## config.mk

```make
export PLATFORM = sky130hd
export DESIGN_NAME = mul_pipe_ctrl
export DESIGN_NICKNAME = d
export VERILOG_FILES = /design/src/rtl/mul_pipe_ctrl.sv
export SDC_FILE = /design/constraint.sdc
export NUM_CORES = 1
export LEC_CHECK = 0
export BUFFER_PORTS_ARGS = -buffer_cell sky130_fd_sc_hd__buf_2
export CAP_MARGIN = 20
export CELL_PAD_IN_SITES_DETAIL_PLACEMENT = 1
export CELL_PAD_IN_SITES_GLOBAL_PLACEMENT = 1
export CORE_ASPECT_RATIO = 1.1
export CORE_UTILIZATION = 45
export CTS_CLUSTER_SIZE = 30
export DETAILED_ROUTE_END_ITERATION = 10
export PLACE_DENSITY_LB_ADDON = 0.1
export SYNTH_ARGS = -nofsm -noshare
export SYNTH_HDL_FRONTEND = slang
export SYNTH_SLANG_ARGS = --single-unit
```

## constraint.sdc

```tcl
create_clock -name clk -period 5.72 [get_ports clk]
set_input_delay 1.144 -clock clk [delete_from_list [all_inputs] [get_ports clk]]
set_output_delay 1.144 -clock clk [all_outputs]
set_load 0.01 [all_outputs]
```

## src/rtl/mul_pipe_ctrl.sv

```systemverilog
// ----------------------------------------------------------------------------
// mul_pipe_ctrl
//   Sequencer for the 5-stage multiplier pipeline (M1..M5 registers).
//   Tracks a valid bit and ROB index per pipeline slot, drives the per-slot
//   load enables used by the datapath registers, accepts issue through a
//   valid/ready handshake and retires completed ops to the ROB writeback port
//   through a second valid/ready handshake. A flush kills all in-flight ops.
//
//   Build option:
//     MULPIPE_COLLAPSE_EN  defined   -> per-slot bubble collapse. Upstream ops
//                                       advance into empty downstream slots
//                                       while writeback is stalled.
//                          undefined -> lockstep pipeline. A writeback stall
//                                       freezes every slot, bubbles included.
//
//   Ports:
//     clk          in   rising-edge clock
//     reset        in   asynchronous, active-low reset
//     in_valid     in   issue request (mul op sitting in M1)
//     in_ready     out  slot 0 can load this cycle
//     in_rob_idx   in   ROB index of the issued op
//     flush        in   kill all in-flight ops on this edge
//     stage_en     out  load enable for pipeline register i (combinational)
//     stage_valid  out  slot i holds a live op
//     wb_valid     out  last slot holds a live op
//     wb_ready     in   ROB write port accepts this cycle
//     wb_rob_idx   out  ROB index of the op in the last slot
//     busy         out  any slot live
//     inflight     out  number of live ops (0..STAGES)
//
//   The multiplier datapath registers are free-running cells; they are gated
//   at instantiation with stage_en so data and control advance together.
// ----------------------------------------------------------------------------

// One pipeline slot: valid bit plus ROB index. v_nxt is exported so the
// occupancy counter is computed from exactly the value the slot will load.
module mul_pipe_slot #(
    parameter int ROB_IDX_W = 4
) (
    input  logic                 clk,
    input  logic                 reset,
    input  logic                 en,
    input  logic                 flush,
    input  logic                 v_in,
    input  logic [ROB_IDX_W-1:0] idx_in,
    output logic                 v,
    output logic [ROB_IDX_W-1:0] idx,
    output logic                 v_nxt
);
    // flush only clears the valid bit; the index is a don't-care once v=0
    assign v_nxt = flush ? 1'b0 : (en ? v_in : v);

    always_ff @(posedge clk or negedge reset) begin
        if (!reset) begin
            v   <= 1'b0;
            idx <= '0;
        end else begin
            v <= v_nxt;
            if (en) idx <= idx_in;
        end
    end
endmodule

module mul_pipe_ctrl #(
    parameter  int STAGES    = 5,
    parameter  int ROB_IDX_W = 4,
    localparam int CNT_W     = $clog2(STAGES + 1)
) (
    input  logic                 clk,
    input  logic                 reset,
    input  logic                 in_valid,
    output logic                 in_ready,
    input  logic [ROB_IDX_W-1:0] in_rob_idx,
    input  logic                 flush,
    output logic [STAGES-1:0]    stage_en,
    output logic [STAGES-1:0]    stage_valid,
    output logic                 wb_valid,
    input  logic                 wb_ready,
    output logic [ROB_IDX_W-1:0] wb_rob_idx,
    output logic                 busy,
    output logic [CNT_W-1:0]     inflight
);
    localparam int LAST = STAGES - 1;

    logic [STAGES-1:0]                v;
    logic [STAGES-1:0]                v_nxt;
    logic [STAGES-1:0][ROB_IDX_W-1:0] idx;
    logic [STAGES-1:0]                v_in;
    logic [STAGES-1:0][ROB_IDX_W-1:0] idx_in;
    logic [CNT_W-1:0]                 cnt_nxt;

    // ---------------------------------------------------------------- enables
`ifdef MULPIPE_COLLAPSE_EN
    // An op moves when the slot ahead is empty or is itself moving; the last
    // slot moves only when the ROB takes it. Evaluated from the tail forward.
    always_comb begin
        logic [STAGES-1:0] mv;
        mv       = '0;
        mv[LAST] = v[LAST] & wb_ready;
        for (int i = LAST - 1; i >= 0; i--)
            mv[i] = v[i] & (~v[i+1] | mv[i+1]);
        stage_en = ~v | mv;
    end
`else
    // Lockstep: the whole pipe advances unless a live op is stuck at the tail.
    logic adv;
    assign adv      = ~v[LAST] | wb_ready;
    assign stage_en = {STAGES{adv}};
`endif

    assign in_ready = stage_en[0];

    // ------------------------------------------------------------------ slots
    for (genvar i = 0; i < STAGES; i++) begin : g_slot
        if (i == 0) begin : g_head
            // Loading slot 0 without in_valid inserts a bubble.
            assign v_in[i]   = in_valid;
            assign idx_in[i] = in_rob_idx;
        end else begin : g_body
            assign v_in[i]   = v[i-1];
            assign idx_in[i] = idx[i-1];
        end

        mul_pipe_slot #(.ROB_IDX_W(ROB_IDX_W)) u_slot (
            .clk    (clk),
            .reset  (reset),
            .en     (stage_en[i]),
            .flush  (flush),
            .v_in   (v_in[i]),
            .idx_in (idx_in[i]),
            .v      (v[i]),
            .idx    (idx[i]),
            .v_nxt  (v_nxt[i])
        );
    end

    // --------------------------------------------------------------- counters
    // inflight is registered from next-state valids so it always equals
    // popcount of the valid bits it sits beside.
    always_comb begin
        cnt_nxt = '0;
        for (int i = 0; i < STAGES; i++)
            cnt_nxt = cnt_nxt + CNT_W'(v_nxt[i]);
    end

    always_ff @(posedge clk or negedge reset) begin
        if (!reset) inflight <= '0;
        else        inflight <= cnt_nxt;
    end

    // ---------------------------------------------------------------- outputs
    assign stage_valid = v;
    assign wb_valid    = v[LAST];
    assign wb_rob_idx  = idx[LAST];
    assign busy        = |v;

endmodule

```

Word level (Yosys, flattened, before mapping):

Cells that the tools add are included.

* input port bits: 9
* logic and storage cells: 28
* bits in registers: 28

* bitwise gates (word level): 2
* mux-type cells: 10
* add/subtract/negate cells: 4
* reductions and logical operators: 1

Operator list (count)
* 1-bit two-way mux: 10
* 3-bit by 1-bit adder with 3-bit output: 2
* 5-bit OR reduction: 1
* 2-bit by 1-bit adder with 3-bit output: 1
* 1-bit by 1-bit adder with 2-bit output: 1
* 1-bit inverter: 1
* 1-bit bitwise OR: 1

Logic depth before layout (Yosys ltp):

* word-level depth: 8
* depth in mapped cells: 8

Cells and area by module:

From an unflattened synthesis, not the netlist that was laid out.

* cell total of the unflattened synthesis: 76
* area total of the unflattened synthesis: 1129.8 sq um

By module, submodules not included
* mul_pipe_slot: area an instance 183.9 sq um, sequential area each 125.1 sq um, cells an instance 11, times used 5
* mul_pipe_ctrl: area an instance 210.2 sq um, sequential area each 75.1 sq um, cells an instance 21, times used 1

Worst setup path after synthesis:

OpenSTA, ideal clock, no wires.

* path type: input to register
* from: input port wb_ready
* to: register inflight[1]
* data required time: 5.594 ns
* arrival time: 2.896 ns
* setup time: 0.126 ns
* setup slack: 2.698 ns
* cell stages on the path: 7
* buffers on the path: 2
* cell sequence: nor2b_4 -> buf_6 -> buf_4 -> mux2i_1 -> fa_1 -> fa_1 -> ha_1

* cells in the longest elaborated chain, start to end: 7

RTL lines
* from (decl): line 78 `input logic wb_ready,`
* 1-bit bitwise OR: line 107 `assign adv = ~v[LAST] | wb_ready;`
* 1-bit two-way mux (2 in a row): line 51 `assign v_nxt = flush ? 1'b0 : (en ? v_in : v);`
* via g_slot[1].u_slot.v_nxt: line 48 `output logic v_nxt`
* 1-bit by 1-bit adder with 2-bit output: line 143 `cnt_nxt = cnt_nxt + CNT_W'(v_nxt[i]);`
* 2-bit by 1-bit adder with 3-bit output: line 143
* 3-bit by 1-bit adder with 3-bit output (2 in a row): line 143
* via cnt_nxt[1]: line 90 `logic [CNT_W-1:0] cnt_nxt;`
* to (signal assigned): line 148 `else inflight <= cnt_nxt;`
* to (decl): line 81 `output logic [CNT_W-1:0] inflight`

The timed path passes the listed nets, and every way through them passes these cells.
A chain may end at the register's enable or synchronous reset.

Worst setup path after layout:

* from: input port wb_ready
* to: output port stage_en[3]

* cells in the longest elaborated chain, start to end: 1

RTL lines
* 1-bit bitwise OR: line 107
* to (decl): line 75 `output logic [STAGES-1:0] stage_en,`

Every way passes these cells.

==> results.toml <==
[global_route]
grt_max_degree = 29
initial_antenna_violation_count = 0
grt_use_total_pct = 15.3
first_global_vias = 704
global_route.overflow_total = 0
grt_pass1_wl_um = 3200

[yosys]
synthDominantCellAreaShare_pct = 57.2
synth_seq_area_share_pct = 57.2
mappedNetlistNets = 91
synth.ff_latch_count = 28
yosysTopAreaCell = "sky130_fd_sc_hd__dfrtp_1"
synth_area_leaders = "sky130_fd_sc_hd__dfrtp_1 57%, sky130_fd_sc_hd__mux2_2 13%, sky130_fd_sc_hd__mux2_4 7.4%"
synth_cells = 79
synth.cell_area_sq_um = 1220
syn-mean-instance-area_sq_um = 15.5
yosysUniqueCellTypes = 18
ys.warnings.count = 0

[worst_setup_path]
timing.critical_path.to_type = "output pin"
timing.reg2reg.setup_slack_ns = 3.07
cp-start-kind = "input pin"
worst_ep_required_time_ns = 4.58
crit_arrival_ns = 2.04
worstSetupPathType = "in2out"
worstPathMaxFanout = 17

[power_and_ir_drop]
pwr-share-clk_pct = 27.8
power.share.switching_pct = 22.3
power.net_switching_w = 0.0000758
p_per_area_nw_per_um2 = 257
static_leakage_nw = 0.660
power.share.combinational_pct = 9.3
share_seq_of_total_power_pct = 62.9
vdd_drop_max_uv = 167
internal-power_w = 0.000265

[placed_design]
portBuffers = 28
dpl.cell_count = 125
routabilityCongestion = 0.765
place.detailed.hpwl_um = 1330

[floorplanning]
placeableCoreArea_sq_um = 2540
core.rowCount = 19
start_util_pct = 48.2
design.die.area_sq_um = 2930
die-height_um = 56.7
die_w_um = 51.7
io-pin-count = 29

[clock_network]
source_to_sink_clock_delay_at_the_later_pin_of_the_worst_skew_pair_ns = 0.32
ctsRootBufferMaster = "sky130_fd_sc_hd__clkbuf_4"
number_of_cts_inserted_buffers = 3
h-tree-depth = 1
tritoncts = "done"
path_clk_slew_ns = 0.14
cts-hold-fix-buffers = 0
post_cts_resized = 0
max-clock-path-buffers = 2
setup_fix_buffers_added_after_clock_tree_synthesis = 0
cts_sinks = 28

[timing]
rsz0062_at_grt = "no"
max_slew_headroom_at_the_worst_pin_pct = 59.8
timing.clock.skew_ns = 0.00663
worst_pin_slew_ns = 0.602
timing.hold.ws_ns = 0.520
timing_hold_violations_final = 0
setup_tns_ns = 0
layout_min_cycle_time_ns = 3.18
final-setup-viol-count = 0
max_clock_freq_mhz = 314
final_max_slew_viol_count = 0
finalCritPeriodShare_pct = 55.7

[cells_and_area]
design.final.nets = 111
antenna_cells_inserted = 0
instances_no_fill = 129
layout-drive-gt1-share_pct = 55.1
filler_cell_count = 267
area_growth_syn_to_layout_pct = 8.27

[detailed_routing]
route.antenna.remaining_nets = 0
number_of_vias_per_cell_after_detailed_routing = 5.02
detailedRoute.firstIterationViolations = 2
remaining_drc_errors = 0
drt_first_pass_iters = 2
routed_wl_um = 1830
routed-via-count = 647
wl_per_cell_um = 14.2

[status]
outcome = "finished, final reports clean"

[flow_run]
max_cap_violations = 0

[hold_path]
hold_path_class = "reg2reg"
## metal layers
layer	track usage (%)	routed length [um]
met1	18.2	774
met2	25.4	920
met3	3.25	94
met4	8.11	37
met5	0	0
## Yosys cell counts
library cell               instances
sky130_fd_sc_hd__o21ai_0           1
sky130_fd_sc_hd__nor2b_4           1
sky130_fd_sc_hd__inv_4             1
sky130_fd_sc_hd__nor4_1            1
sky130_fd_sc_hd__nand2b_1          4
sky130_fd_sc_hd__ha_1              1
sky130_fd_sc_hd__mux2_2           14
sky130_fd_sc_hd__mux2_4            6
sky130_fd_sc_hd__a21oi_1           1
sky130_fd_sc_hd__mux2i_1           3
sky130_fd_sc_hd__nand2_1           1
sky130_fd_sc_hd__inv_1             1
sky130_fd_sc_hd__fa_1              2
sky130_fd_sc_hd__dfrtp_1          28
sky130_fd_sc_hd__or4bb_1           1
sky130_fd_sc_hd__buf_12            1
sky130_fd_sc_hd__buf_4            11
sky130_fd_sc_hd__buf_6             1
## worst paths after layout
check                                             start                      end  cells after the start
worst max-delay path                           wb_ready              stage_en[3]                      4
worst max register to register       g_slot[4].u_slot.v              inflight[1]                      6
worst min-delay path            g_slot[3].u_slot.idx[2]  g_slot[4].u_slot.idx[2]                      1
max in group asynchronous                         reset  g_slot[1].u_slot.idx[2]                      1
min in group asynchronous                         reset       g_slot[2].u_slot.v                      1
worst min register to register  g_slot[3].u_slot.idx[2]  g_slot[4].u_slot.idx[2]                      1
## per-stage QoR
stage	utilization [%]	area [sq um]	setup WS (ns)	total power, W
floorplan	-	1220	2.70	0.000237
CTS	52.1	1330	2.50	0.000346
global placement	50.7	1290	2.34	0.000250
global route	52.1	1330	2.44	0.000356
finish	52.1	1330	2.54	0.000340
detailed placement	50.7	1290	2.23	0.000251
## layout by cell type, fill, tap and decap left out, drive strengths merged
cell and instances:
clkbuf 4, inv 2, mux2i 3, fa 2, nand2b 4, dfrtp 28
nor4 1, ha 1, nand2 1, o21ai 1, buf 28, or4bb 1
mux2 20, a21oi 1, nor2b 1
## logic make-up (layout without fill, tap and decap cells)
kind of cell | count (synthesis) | count (layout) | synth area share [%]
buf+inv | 15 | 34 | 10.1
simple gates | 8 | 8 | 4.90
fa+ha+maj | 3 | 3 | 4.29
mux | 23 | 23 | 22.7
flops | 28 | 28 | 57.2
compound gates | 2 | 2 | 0.816
## cell type report
cell class                 count  area [sq um]  share of cell area (%)
timing repair buffer          28           140                    10.6
tap                           31          38.8                    2.92
inverter                       2          10.0                   0.755
sequential                    28           701                    52.8
multi-input combinational     36           400                    30.2
clock buffer                   4          36.3                    2.74
## sequential cells by signal, indices dropped and copies added (netlist names)
register           cells
g_slot.u_slot.v        5
g_slot.u_slot.idx     20
inflight               3
## power by group through the flow
| stage | clock network [W] | logic, W | registers (W) |
|---|---|---|---|
| 4_1_cts | 0.0000986 | 0.0000329 | 0.000214 |
| 3_3_place_gp | 0 | 0.0000319 | 0.000218 |
| 2_1_floorplan | 0 | 0.0000180 | 0.000219 |
| 5_1_grt | 0.000104 | 0.0000363 | 0.000216 |
| 6_report | 0.0000946 | 0.0000317 | 0.000214 |
| 3_5_place_dp | 0 | 0.0000328 | 0.000218 |
## critical path: stages
cell and delay [ns]:
sky130_fd_sc_hd__buf_2 0.12, sky130_fd_sc_hd__nor2b_4 0.39, sky130_fd_sc_hd__inv_4 0.19, sky130_fd_sc_hd__buf_2 0.19
No activity file was read; power rests on OpenSTA's default activity.
